$ cat src/rtl/xup_inv_share_ctrl_pkg.sv
// Shared definitions for the inverter-sharing controller and its arbiter.
package xup_inv_share_ctrl_pkg;

    // Encodings kept identical to the legacy state values.
    typedef enum logic [1:0] {
        ST_IDLE   = 2'd0,
        ST_SETTLE = 2'd1,
        ST_DONE   = 2'd2
    } state_t;

    // Width of a requester index; never narrower than one bit.
    function automatic int idx_width(input int n);
        return (n <= 1) ? 1 : $clog2(n);
    endfunction

endpackage

$ cat src/rtl/xup_rr_arbiter.sv
// Round-robin arbiter: picks the first asserted request at or after ptr.
module xup_rr_arbiter
    import xup_inv_share_ctrl_pkg::*;
#(
    parameter  int NREQ = 4,
    localparam int IDW  = idx_width(NREQ)
) (
    input  logic [NREQ-1:0] req,
    input  logic [IDW-1:0]  ptr,
    output logic [NREQ-1:0] onehot,
    output logic [IDW-1:0]  idx,
    output logic            any
);

    localparam int unsigned N = NREQ;

    logic [IDW-1:0] pos;

    // Scan ptr, ptr+1, ... with wrap; the first hit wins.
    always_comb begin
        onehot = '0;
        idx    = '0;
        any    = 1'b0;
        pos    = '0;
        for (int unsigned k = 0; k < N; k++) begin
            pos = IDW'((32'(ptr) + k) % N);
            if (!any && req[pos]) begin
                onehot[pos] = 1'b1;
                idx         = pos;
                any         = 1'b1;
            end
        end
    end

endmodule

$ cat src/rtl/xup_inv_share_ctrl.sv
// Sequences NREQ requesters through one shared external inverter vector:
// grant, wait for the inverter to settle, capture, pulse done.
module xup_inv_share_ctrl
    import xup_inv_share_ctrl_pkg::*;
#(
    parameter  int SIZE       = 8,
    parameter  int NREQ       = 4,
    parameter  int SETTLE_CYC = 2,
    localparam int IDW        = idx_width(NREQ)
) (
    input  logic                 clk,
    input  logic                 reset,
    input  logic [NREQ-1:0]      req,
    input  logic [NREQ*SIZE-1:0] din,
    output logic [NREQ-1:0]      gnt,
    output logic [NREQ-1:0]      done,
    output logic [SIZE-1:0]      dout,
    output logic [IDW-1:0]       dout_id,
    output logic                 busy,
    output logic [SIZE-1:0]      inv_a,
    input  logic [SIZE-1:0]      inv_y
);

    if (NREQ < 2 || NREQ > 16 || SETTLE_CYC < 1 || SETTLE_CYC > 255) begin : g_param_check
        $error("xup_inv_share_ctrl: NREQ must be 2..16 and SETTLE_CYC 1..255");
    end

    localparam logic [7:0]     CNT_INIT = 8'(SETTLE_CYC - 1);
    localparam logic [IDW-1:0] LAST_ID  = IDW'(NREQ - 1);

    state_t          state;
    state_t          state_nxt;
    logic [IDW-1:0]  ptr;
    logic [IDW-1:0]  cur_id;
    logic [7:0]      cnt;
    logic [NREQ-1:0] win_oh;
    logic [IDW-1:0]  win_idx;
    logic            win_any;
    logic            grant_now;
    logic            capture_now;

    xup_rr_arbiter #(.NREQ(NREQ)) u_arb (
        .req    (req),
        .ptr    (ptr),
        .onehot (win_oh),
        .idx    (win_idx),
        .any    (win_any)
    );

    // State register.
    always_ff @(posedge clk or posedge reset) begin
        if (reset) state <= ST_IDLE;
        else       state <= state_nxt;
    end

    // Next-state decode and the grant/capture strobes for the datapath.
    always_comb begin
        state_nxt   = state;
        grant_now   = 1'b0;
        capture_now = 1'b0;
        case (state)
            ST_IDLE: begin
                if (win_any) begin
                    grant_now = 1'b1;
                    state_nxt = ST_SETTLE;
                end
            end
            ST_SETTLE: begin
                if (cnt == '0) begin
                    capture_now = 1'b1;
                    state_nxt   = ST_DONE;
                end
            end
            ST_DONE:  state_nxt = ST_IDLE;
            default:  state_nxt = ST_IDLE;
        endcase
    end

    // Grant bookkeeping, settle counter and result capture.
    always_ff @(posedge clk or posedge reset) begin
        if (reset) begin
            ptr     <= '0;
            cur_id  <= '0;
            cnt     <= '0;
            gnt     <= '0;
            done    <= '0;
            dout    <= '0;
            dout_id <= '0;
            inv_a   <= '0;
        end else begin
            done <= '0;
            if (grant_now) begin
                gnt    <= win_oh;
                inv_a  <= din[win_idx*SIZE +: SIZE];
                cnt    <= CNT_INIT;
                cur_id <= win_idx;
                ptr    <= (win_idx == LAST_ID) ? '0 : win_idx + 1'b1;
            end else if (state == ST_SETTLE) begin
                if (capture_now) begin
                    dout    <= inv_y;
                    dout_id <= cur_id;
                    done    <= gnt;
                    gnt     <= '0;
                end else begin
                    cnt <= cnt - 1'b1;
                end
            end
        end
    end

    // Busy covers the whole operation after the grant, including the done cycle.
    assign busy = (state == ST_SETTLE) || (state == ST_DONE);

endmodule

$ cat config.mk
export PLATFORM = sky130hd
export DESIGN_NAME = xup_inv_share_ctrl
export DESIGN_NICKNAME = d
export VERILOG_FILES = /design/src/rtl/xup_inv_share_ctrl_pkg.sv /design/src/rtl/xup_rr_arbiter.sv /design/src/rtl/xup_inv_share_ctrl.sv
export SDC_FILE = /design/constraint.sdc
export NUM_CORES = 1
export LEC_CHECK = 0
export ABC_AREA = 1
export ABC_CLOCK_PERIOD_IN_PS = 3300
export BUFFER_PORTS_ARGS = -buffer_cell sky130_fd_sc_hd__buf_2
export CORE_AREA = 2 2 73 75
export CTS_BUF_LIST = sky130_fd_sc_hd__clkbuf_8
export CTS_CLUSTER_DIAMETER = 60
export CTS_CLUSTER_SIZE = 20
export DETAILED_ROUTE_END_ITERATION = 7
export DIE_AREA = 0 0 75 77
export HOLD_SLACK_MARGIN = 0.08
export MAX_ROUTING_LAYER = met4
export PLACE_DENSITY = 0.85
export SLEW_MARGIN = 10
export SYNTH_ARGS = -nofsm -noshare
export SYNTH_HDL_FRONTEND = slang
export SYNTH_SLANG_ARGS = --single-unit
$ cat constraint.sdc
create_clock -name clk -period 3.3 [get_ports clk]
set_clock_uncertainty 0.1 [all_clocks]
set_input_delay 0.165 -clock clk [delete_from_list [all_inputs] [get_ports clk]]
set_output_delay 0.165 -clock clk [all_outputs]
set_load 0.1 [all_outputs]
==> qor.yml, run 1 <==
mapped_nets: 395
route.vias.total: 2375
cts_sink_count: 40
worstPathRequired_ps: 3360
grt_setup_unrepaired: "no"
cts.root.buffer_cell: "sky130_fd_sc_hd__clkbuf_8"
die_height_um: 77
run_status: "completed"
gp_congestion: 0.883
synth-seq-cells: 40
mostFrequentLayoutCell: "sky130_fd_sc_hd__nand2_1"
ys_seq_area_share_pct: 38.9
synth-warning-count: 0
detail_route.wl_per_cell_um: 11.3
cts_made_buffers: 5
tightest_slew_ps: 871
grt_start_max_net_pins: 27
count_of_flip_flops_with_a_built_in_enable_after_synthesis: 0
multi_input_comb_area_mm2: 0.00130
worst_setup_path_start_kind: "flop"
floorplan.die.width_um: 75
mostFrequentLayoutCells: "sky130_fd_sc_hd__nand2_1 (100), sky130_fd_sc_hd__buf_2 (72), sky130_fd_sc_hd__inv_1 (44)"
drt_wl_total_um: 5500
synth.area.top_cells: "sky130_fd_sc_hd__dfrtp_1 (39%), sky130_fd_sc_hd__nand2_1 (15%), sky130_fd_sc_hd__nand3_1 (8.2%)"
detailed_place_hpwl_um: 4160
worst-setup-path-type: "reg2reg"
tritoncts: "done"
synthDominantCellAreaShare_pct: 38.9
detailedRoute.firstPassIterationCount: 4
leakagePower_uw: 0.00179
cts.repair.resized: 0
initial_utilization_pct: 51.7
hold_viol_final: 0
synthesis.area_per_instance_um2: 7.68
setup-tns-final_ps: 0
final_net_count: 477
grt_pass1_wl_um: 9200
crit_path_end_kind: "flop"
synth_largest_area_cell: "sky130_fd_sc_hd__dfrtp_1"
timing.critical_path.slowest_cell_delay_ps: 700
postSynthCellCount: 335
grt_antenna_before_repair: 0
insertion_delay_ps: 290
antennaDiodeCount: 0
globalRoute.totalOverflow: 0
mappedNetlistArea_mm2: 0.00257
cp_data_arrival_time_ps: 2910
power_density_mw_per_mm2: 299
cp_max_fo: 26
max_freq_mhz: 352
cp_slowest_cell: "sky130_fd_sc_hd__dfrtp_1"
max-vdd-ir-drop_v: 0.000191
drive_gt1_share_pct: 26.1
io-pin-count: 73
coreArea_mm2: 0.00498
seq_area_mm2: 0.00100
postSynth.topFlopCell: "sky130_fd_sc_hd__dfrtp_1"
count_of_buffer_and_inverter_cells_on_the_critical_path: 3
placementRows: 26
ant_nets: 0
layout-area-overhead-vs-synth_pct: 22.3
finalCritPeriodShare_pct: 86.2
design.die.area_mm2: 0.00578
clock_path_buffers: 2
post_layout_nonfiller_instances: 487
maxSlewViolCount: 0
groute.usage.overall_pct: 20.6
setup_viol: 0
route.detailed.vias_per_inst: 4.88
cap_viol_max_count: 0
dr.first_iter.drc_count: 111
post_cts_buffers: 0
buffer_ports.inserted: 72
path_cells: "inv_8, ha_1, inv_2, nand3_1, nand2_4, inv_2, nor2_8, nand4_2, nand2_4, nand2_2, nand2_1, o21ai_0"
path_delay_family: "simple AND/OR/NAND/NOR gates"
place_inst: 471
async_flop_share_pct: 100
clkSlewWorstSetupHoldPaths_ps: 70
timing.hold.worst.class: "in2reg"
cts.htree.levels: 2
first_global_vias: 2121
slew_headroom_pct: 41.8
nFillCells: 423
drc_errors: 0
count_of_cell_types_in_the_netlist: 34
final.min_clock_period_ps: 2840
## metal layers
| metal | GRT usage, % | routed length (um) | vias up |
|---|---|---|---|
| met3 | 4.34 | 326 | 11 |
| met4 | 6.79 | 98 | 0 |
| met1 | 26.4 | 2510 | 1058 |
| met5 | - | 0 | - |
| li1 | - | - | 1219 |
| met2 | 32.2 | 2570 | 87 |
## where the power goes
group / total (uW) / internal, uW / switching (uW)
Combinational: 110 / 48.3 / 61.7
Sequential: 490 / 490 / 0
Clock: 342 / 186 / 156
Total: 942 / 724 / 218
## logic make-up after synthesis
kind of cell    synth area share (%)
simple gates                    36.4
buf+inv                         10.7
flops                           38.9
compound gates                  6.18
fa+ha+maj                       6.81
xor+xnor                        1.02
## repair_timing
action / CTS / global route
endpoints found under the hold margin: 31 / 0
setup endpoints to repair: 0 / 0
hold buffers: 9 / 0
## path summary, 6_finish.rpt
check                         from         end  slack [ps]  cells past startpoint
hold / removal             din[15]    inv_a[7]          90                      5
min in group asynchronous    reset    state[1]         500                      3
setup reg to reg            ptr[0]  dout_id[1]         460                     12
setup / recovery            ptr[0]  dout_id[1]         460                     12
max in group asynchronous    reset   cur_id[1]        1870                      4
hold reg to reg            dout[0]     dout[0]         370                      2
## tightest hold or removal path: cells and delay by family
kind	cells	cell delay [ps]
buffers and inverters	1	80
AND/OR/NAND/NOR	4	200
## metrics by stage
step / worst slack (ps) / power, uW / hold WS [ps] / cell area, um2 / util (%)
floorplan: 952 / 565 / 210 / 2570 / -
global placement: 557 / 601 / 283 / 2960 / 59.5
detailed placement: 493 / 602 / 299 / 2960 / 59.5
CTS: 463 / 949 / 84.4 / 3150 / 63.2
global route: 193 / 979 / 115 / 3150 / 63.2
finish: 455 / 942 / 93.1 / 3150 / 63.2
## sequential cells by signal (all words and copies together) (netlist names)
| name | cells |
|---|---|
| cnt | 8 |
| dout | 8 |
| inv_a | 8 |
| done | 4 |
| gnt | 4 |
| cur_id | 2 |
| dout_id | 2 |
| ptr | 2 |
| state | 2 |
## layout make-up
class                           count  share of cell area, %
Multi-Input combinational cell    235                   41.2
Sequential cell                    40                   31.8
Timing Repair Buffer               82                   14.6
Inverter                           53                   6.56
Clock buffer                        7                   3.06
Tap cell                           70                   2.78
## cell usage after synthesis, types with 4 or more instances
cell                      number
sky130_fd_sc_hd__nand2_1     100
sky130_fd_sc_hd__inv_1        44
sky130_fd_sc_hd__nand3_1      42
sky130_fd_sc_hd__dfrtp_1      40
sky130_fd_sc_hd__nor2_1       17
sky130_fd_sc_hd__ha_1         14
sky130_fd_sc_hd__inv_2         8
sky130_fd_sc_hd__o21ai_0       7
sky130_fd_sc_hd__nand2_2       6
sky130_fd_sc_hd__nand2_4       6
sky130_fd_sc_hd__nand4_1       5
sky130_fd_sc_hd__a21oi_1       4
sky130_fd_sc_hd__buf_6         4
sky130_fd_sc_hd__o21ai_1       4
Power figures use the tool's default switching activity.
==> run 2: changes to the inputs <==
==> constraint.sdc (replaced) <==
create_clock -name clk -period 3.3 [get_ports clk]
set_clock_uncertainty 0.1 [all_clocks]
set_input_delay 0.66 -clock clk [delete_from_list [all_inputs] [get_ports clk]]
set_output_delay 0.66 -clock clk [all_outputs]
set_load 0.1 [all_outputs]
==> run 2 against run 1 <==
Net effect:
- routed wire length fell by 0.89%
- via count is 0.80% lower
- hold slack gained 280 ps
- cell count decreased by 1.4%
- utilization down 1.3 points
- sequential power about the same
- total power rose by 6.0%
- combinational power down 7%
- design area shrank 2.0%
- maximum frequency fell by 0.61%
- critical path type unchanged
- critical endpoint is now ptr[1]
- largest cell class unchanged
==> qor.yml, run 2 (synthesis gave the netlist of run 1 again) <==
cp_max_fo: 23  # was 26
cap_viol_max_count: 0  # unchanged
cp_slowest_cell: "sky130_fd_sc_hd__dfrtp_1"  # unchanged
gp_congestion: 0.885  # was 0.883
count_of_buffer_and_inverter_cells_on_the_critical_path: 3  # unchanged
grt_antenna_before_repair: 0  # unchanged
biggestRegsByFlops: "cnt (8), dout (8), inv_a (8)"  # unchanged
path_delay_family: "adder cells"  # was simple AND/OR/NAND/NOR gates
die_height_um: 77  # unchanged
tritoncts: "done"  # unchanged
final.min_clock_period_ps: 2860  # was 2840 ps
multi_input_comb_area_mm2: 0.00130  # unchanged
maxSlewViolCount: 0  # unchanged
crit_path_end_kind: "flop"  # unchanged
floorplan.die.width_um: 75  # unchanged
setup_viol: 0  # unchanged
timing.hold.worst.start: "dout[0]"  # was din[15]
buffer_ports.inserted: 72  # unchanged
coreArea_mm2: 0.00498  # unchanged
route.vias.total: 2356  # was 2375
drive_gt1_share_pct: 27.1  # was 26.1%
holdBufCountCts: 0  # was 9
design.die.area_mm2: 0.00578  # unchanged
cts.root.buffer_cell: "sky130_fd_sc_hd__clkbuf_8"  # unchanged
cp_data_arrival_time_ps: 2940  # was 2910 ps
placementRows: 26  # unchanged
groute.usage.overall_pct: 20.6  # about the same
max_freq_mhz: 349  # was 352 MHz
antennaDiodeCount: 0  # unchanged
layout-area-overhead-vs-synth_pct: 19.8  # was 22.3%
max-vdd-ir-drop_v: 0.000150  # was 0.000191 V
drc_errors: 0  # unchanged
ant_nets: 0  # unchanged
detailedRoute.firstPassIterationCount: 5  # was 4
detail_route.wl_per_cell_um: 11.4  # was 11.3 um
finalCritPeriodShare_pct: 86.7  # was 86.2%
final_net_count: 469  # was 477
initial_utilization_pct: 51.7  # unchanged
slew_headroom_pct: 41.0  # was 41.8%
worst-setup-path-type: "reg2reg"  # unchanged
dr.first_iter.drc_count: 180  # was 111
worst_hold_path.num_cells: 2  # was 5
cts.repair.resized: 0  # unchanged
grt_pass1_wl_um: 9190  # was 9200 um
cts_sink_count: 40  # unchanged
cts.htree.levels: 2  # unchanged
setup-tns-final_ps: 0  # unchanged
clock_path_buffers: 2  # unchanged
min_delay_worst_endpoint: "dout[0]"  # was inv_a[7]
timing.rr.start: "ptr[0]"  # unchanged
grt_start_max_net_pins: 27  # unchanged
route.detailed.vias_per_inst: 4.91  # was 4.88
timing.reg2reg.worst_path_depth: 12  # unchanged
leakagePower_uw: 0.00177  # was 0.00179 uW
globalRoute.totalOverflow: 0  # unchanged
timing.critical_path.slowest_cell_delay_ps: 700  # about the same
worst_setup_path_start_kind: "flop"  # unchanged
tightest_slew_ps: 884  # was 871 ps
first_global_vias: 2148  # was 2121
drt_wl_total_um: 5450  # was 5500 um
timing.hold.worst.class: "reg2reg"  # was in2reg
power_density_mw_per_mm2: 324  # was 299 mW/mm2
mostFrequentLayoutCell: "sky130_fd_sc_hd__nand2_1"  # unchanged
detailed_place_hpwl_um: 4290  # was 4160 um
place_inst: 472  # was 471
post_cts_buffers: 0  # unchanged
hold_viol_final: 0  # unchanged
mostFrequentLayoutCells: "sky130_fd_sc_hd__nand2_1 (100), sky130_fd_sc_hd__buf_2 (72), sky130_fd_sc_hd__inv_1 (44)"  # unchanged
grt_setup_unrepaired: "no"  # unchanged
insertion_delay_ps: 300  # was 290 ps
cts_made_buffers: 5  # unchanged
ff2ff_setup_slack_ps: 440  # was 460 ps
path_cells: "inv_8, ha_1, inv_2, nand3_1, nand2_4, a21oi_2, nand2_2, nand2_4, inv_1, ha_1, nand2_1, o21ai_1"  # was inv_8, ha_1, inv_2, nand3_1, nand2_4, inv_2, nor2_8, nand4_2, nand2_4, nand2_2, nand2_1, o21ai_0
worstPathRequired_ps: 3380  # was 3360 ps
seq_area_mm2: 0.00100  # unchanged
run_status: "completed"  # unchanged
nFillCells: 443  # was 423
clkSlewWorstSetupHoldPaths_ps: 80  # was 70 ps
post_layout_nonfiller_instances: 480  # was 487
timing.rr.end: "ptr[1]"  # was dout_id[1]
io-pin-count: 73  # unchanged
-- run 2: cell count changes in the layout (fill, tap and decap cells not counted), sizes merged --
cell	delta
bufinv	+1
clkbuf	-2
buf	+1
dlygate4sd3	-9
inv	+1
clkinvlp	+1
-- run 2: area by class of cell --
cell class	instances	area share (%)
Clock inverter	3	1.50
Clock buffer	5	2.23
Multi-Input combinational cell	235	42.1
Inverter	53	6.70
Sequential cell	40	32.5
Tap cell	70	2.84
Timing Repair Buffer	74	12.2
-- run 2: through the flow --
stage	setup slack, ps	util, %	hold WS [ps]	instance area (um2)	total power, uW
after floorplan	952	-	353	2570	565
after global placement	550	59.6	354	2970	602
after detailed placement	464	59.6	358	2970	603
after CTS	444	61.9	378	3080	1000
after global routing	225	61.9	395	3080	1040
final	438	61.9	371	3080	999
-- run 2: how the worst max path moves through the flow --
stage	startpoint	end	cells past startpoint	slack, ps
4_1_cts	ptr[0]	ptr[1]	12	440
3_5_place_dp	ptr[0]	ptr[1]	12	460
5_1_grt	ptr[0]	ptr[1]	12	220
3_3_place_gp	ptr[0]	ptr[1]	12	550
2_1_floorplan	ptr[0]	ptr[1]	14	950
6_report	ptr[0]	ptr[1]	12	440
-- run 2: report_power, final --
part           leakage, uW  switching (uW)  internal, uW
clock network    0.0000548             180           228
logic              0.00120            60.2          42.2
registers         0.000514               0           490
-- run 2: layer usage --
layer | routed length, um | vias up | share of wire, % | track usage (%)
met4 | 53 | 0 | 0.97 | 6.25
met2 | 2610 | 95 | 48 | 33.6
met3 | 386 | 6 | 7.1 | 4.07
li1 | - | 1207 | - | -
met5 | 0 | - | 0 | -
met1 | 2400 | 1048 | 44 | 25.5
-- run 2: tightest hold or removal path: cells and delay by family, from the launching register on --
| family | cells | cell delay (ps) |
|---|---|---|
| flops | 1 | 350 |
| simple gates | 2 | 100 |
==> run 3: changes to the inputs <==
--- a/config.mk
+++ b/config.mk
@@ -8,15 +8,15 @@
 export ABC_AREA = 1
 export ABC_CLOCK_PERIOD_IN_PS = 3300
 export BUFFER_PORTS_ARGS = -buffer_cell sky130_fd_sc_hd__buf_2
-export CORE_AREA = 2 2 73 75
+export CORE_AREA = 2 2 86 63
 export CTS_BUF_LIST = sky130_fd_sc_hd__clkbuf_8
 export CTS_CLUSTER_DIAMETER = 60
 export CTS_CLUSTER_SIZE = 20
 export DETAILED_ROUTE_END_ITERATION = 7
-export DIE_AREA = 0 0 75 77
+export DIE_AREA = 0 0 88 65
 export HOLD_SLACK_MARGIN = 0.08
 export MAX_ROUTING_LAYER = met4
-export PLACE_DENSITY = 0.85
+export PLACE_DENSITY = 0.87
 export SLEW_MARGIN = 10
 export SYNTH_ARGS = -nofsm -noshare
 export SYNTH_HDL_FRONTEND = slang
==> run 3 against run 2 <==
Net effect:
- flip-flop and latch count stayed put
- total power is 8.3% lower
- sequential share of layout area is 0.24 points higher
- global-route usage is 0.86 points higher
- via count is 0.98% lower
- sequential power hardly changed
- first-iteration DRC count is 14% higher
- critical endpoint unchanged
- largest cell class unchanged
- largest power group unchanged
- highest routed layer unchanged
==> qor.yml, run 3 (synthesis gave the netlist of run 1 again) <==
io-pin-count: 73  # unchanged
drive_gt1_share_pct: 26.6  # was 27.1%
switching_share_pct: 24.0  # about the same
biggestRegsByFlops: "cnt (8), dout (8), inv_a (8)"  # unchanged
nFillCells: 435  # was 443
post_cts_buffers: 0  # unchanged
globalRoute.totalOverflow: 0  # unchanged
grt_pass1_wl_um: 9320  # was 9190 um
groute.usage.overall_pct: 21.5  # was 20.6%
ant_nets: 0  # unchanged
first_global_vias: 2108  # was 2148
setup_viol: 0  # unchanged
grt_antenna_before_repair: 0  # unchanged
worst-setup-path-type: "reg2reg"  # unchanged
leakagePower_uw: 0.00176  # was 0.00177 uW
worst_setup_path_start_kind: "flop"  # unchanged
route.vias.total: 2333  # was 2356
clock_path_buffers: 2  # unchanged
maxSlewViolCount: 0  # unchanged
grt_setup_unrepaired: "no"  # unchanged
tritoncts: "done"  # unchanged
setup-tns-final_ps: 0  # unchanged
floorplan.die.width_um: 88  # was 75 um
cp_max_fo: 23  # unchanged
placementRows: 22  # was 26
worstPathRequired_ps: 3370  # was 3380 ps
clkSlewWorstSetupHoldPaths_ps: 70  # was 80 ps
cp_slowest_cell: "sky130_fd_sc_hd__dfrtp_1"  # unchanged
clockPowerShare_pct: 35.3  # was 40.8%
path_cells: "inv_8, ha_1, inv_2, nand3_1, nand2_4, a21oi_2, nand2_2, nand2_4, inv_1, ha_1, nand2_1, o21ai_1"  # unchanged
layout-area-overhead-vs-synth_pct: 19.0  # was 19.8%
timing.hold.worst.class: "in2async"  # was reg2reg
detailed_place_hpwl_um: 4280  # was 4290 um
run_status: "completed"  # unchanged
combPwrFrac_pct: 11.2  # was 10.2%
holdBufCountCts: 0  # unchanged
antennaDiodeCount: 0  # unchanged
post-route-cell-area_mm2: 0.00306  # was 0.00308 mm2
detailedRoute.firstPassIterationCount: 4  # was 5
grt_start_max_net_pins: 41  # was 27
buffer_ports.inserted: 72  # unchanged
slew_headroom_pct: 61.7  # was 41.0%
mostFrequentLayoutCell: "sky130_fd_sc_hd__nand2_1"  # unchanged
final.min_clock_period_ps: 2890  # was 2860 ps
tightest_slew_ps: 575  # was 884 ps
finalCritPeriodShare_pct: 87.6  # was 86.7%
cell_internal_pwr_uw: 696  # was 759 uW
cts_sink_count: 40  # unchanged
design.die.area_mm2: 0.00572  # was 0.00578 mm2
seq_area_mm2: 0.00100  # unchanged
cts.htree.levels: 2  # unchanged
dp_slack_ps: 431  # was 464 ps
cap_viol_max_count: 0  # unchanged
hold_viol_final: 0  # unchanged
timing.reg2reg.worst_path_depth: 12  # unchanged
cts.repair.resized: 0  # unchanged
detail_route.wl_per_cell_um: 11.6  # was 11.4 um
power.net_switching_uw: 220  # was 240 uW
cp_data_arrival_time_ps: 2960  # was 2940 ps
initial_utilization_pct: 51.6  # was 51.7%
max-vdd-ir-drop_v: 0.000150  # about the same
cts_made_buffers: 5  # unchanged
max_freq_mhz: 346  # was 349 MHz
share_seq_of_total_power_pct: 53.5  # was 49.0%
power_density_mw_per_mm2: 299  # was 324 mW/mm2
route.detailed.vias_per_inst: 4.84  # was 4.91
final_core_utilization_pct: 61.4  # was 61.9%
die_height_um: 65  # was 77 um
coreArea_mm2: 0.00498  # about the same
mostFrequentLayoutCells: "sky130_fd_sc_hd__nand2_1 (100), sky130_fd_sc_hd__buf_2 (72), sky130_fd_sc_hd__inv_1 (46)"  # was sky130_fd_sc_hd__nand2_1 (100), sky130_fd_sc_hd__buf_2 (72), sky130_fd_sc_hd__inv_1 (44)
cts.root.buffer_cell: "sky130_fd_sc_hd__clkbuf_8"  # unchanged
timing.critical_path.slowest_cell_delay_ps: 710  # was 700 ps
crit_path_end_kind: "flop"  # unchanged
gp_congestion: 0.857  # was 0.885
insertion_delay_ps: 290  # was 300 ps
drc_errors: 0  # unchanged
dp_area_mm2: 0.00297  # about the same
drt_wl_total_um: 5590  # was 5450 um
final_net_count: 469  # unchanged
dr.first_iter.drc_count: 206  # was 180
multi_input_comb_area_mm2: 0.00130  # unchanged
final.setup.worst_slack_ps: 409  # was 438 ps
==> run 3: changes by cell type in the layout (fill, tap and decap cells not counted), sizes merged <==
cell / before / now
bufinv: 1 / 0
clkbuf: 5 / 6
clkinvlp: 1 / 0
inv: 54 / 55
==> run 3: final timing paths <==
path                         start        to  slack (ps)
max                         ptr[0]    ptr[1]         410
min                          reset   dout[2]         370
max reg2reg                 ptr[0]    ptr[1]         410
min reg2reg                dout[1]   dout[1]         370
max in group asynchronous    reset  inv_a[2]        2380
min in group clk           dout[1]   dout[1]         370
==> run 3: cell type report <==
| cell class | count | share of cell area [%] |
|---|---|---|
| multi-input combinational | 235 | 42.4 |
| sequential | 40 | 32.7 |
| timing repair buffer | 74 | 12.3 |
| inverter | 53 | 6.75 |
| tap | 72 | 2.94 |
| clock buffer | 6 | 2.70 |
| clock inverter | 2 | 0.245 |
==> run 3: worst max-delay path, delay by kind of cell, from the launching register on <==
family | cells | cell delay, ps
adders and majority gates | 2 | 720
DFF | 1 | 710
and+or+nand+nor | 5 | 700
buffers and inverters | 3 | 320
AOI/OAI and AO/OA | 2 | 230
==> run 3: power groups by stage <==
| stage | Clock (uW) | Sequential, uW | Combinational [uW] |
|---|---|---|---|
| 2_1_floorplan | 0 | 499 | 65.1 |
| 3_3_place_gp | 0 | 499 | 102 |
| 3_5_place_dp | 0 | 499 | 103 |
| 4_1_cts | 328 | 490 | 103 |
| 5_1_grt | 351 | 490 | 116 |
| 6_report | 323 | 490 | 103 |
==> run 3: layer usage <==
| layer | GRT usage, % | share of wire [%] | routed length, um |
|---|---|---|---|
| met1 | 29.9 | 50 | 2770 |
| met2 | 30.5 | 42 | 2370 |
| met3 | 5.10 | 6.4 | 360 |
| met4 | 7.88 | 1.7 | 95 |
| met5 | - | 0 | 0 |
==> run 3: per-stage QoR <==
step	hold WS (ps)	power, uW	std cells
2_1_floorplan	353	565	335
3_3_place_gp	354	601	474
3_5_place_dp	353	602	474
4_1_cts	371	922	482
5_1_grt	402	956	482
6_report	367	916	482
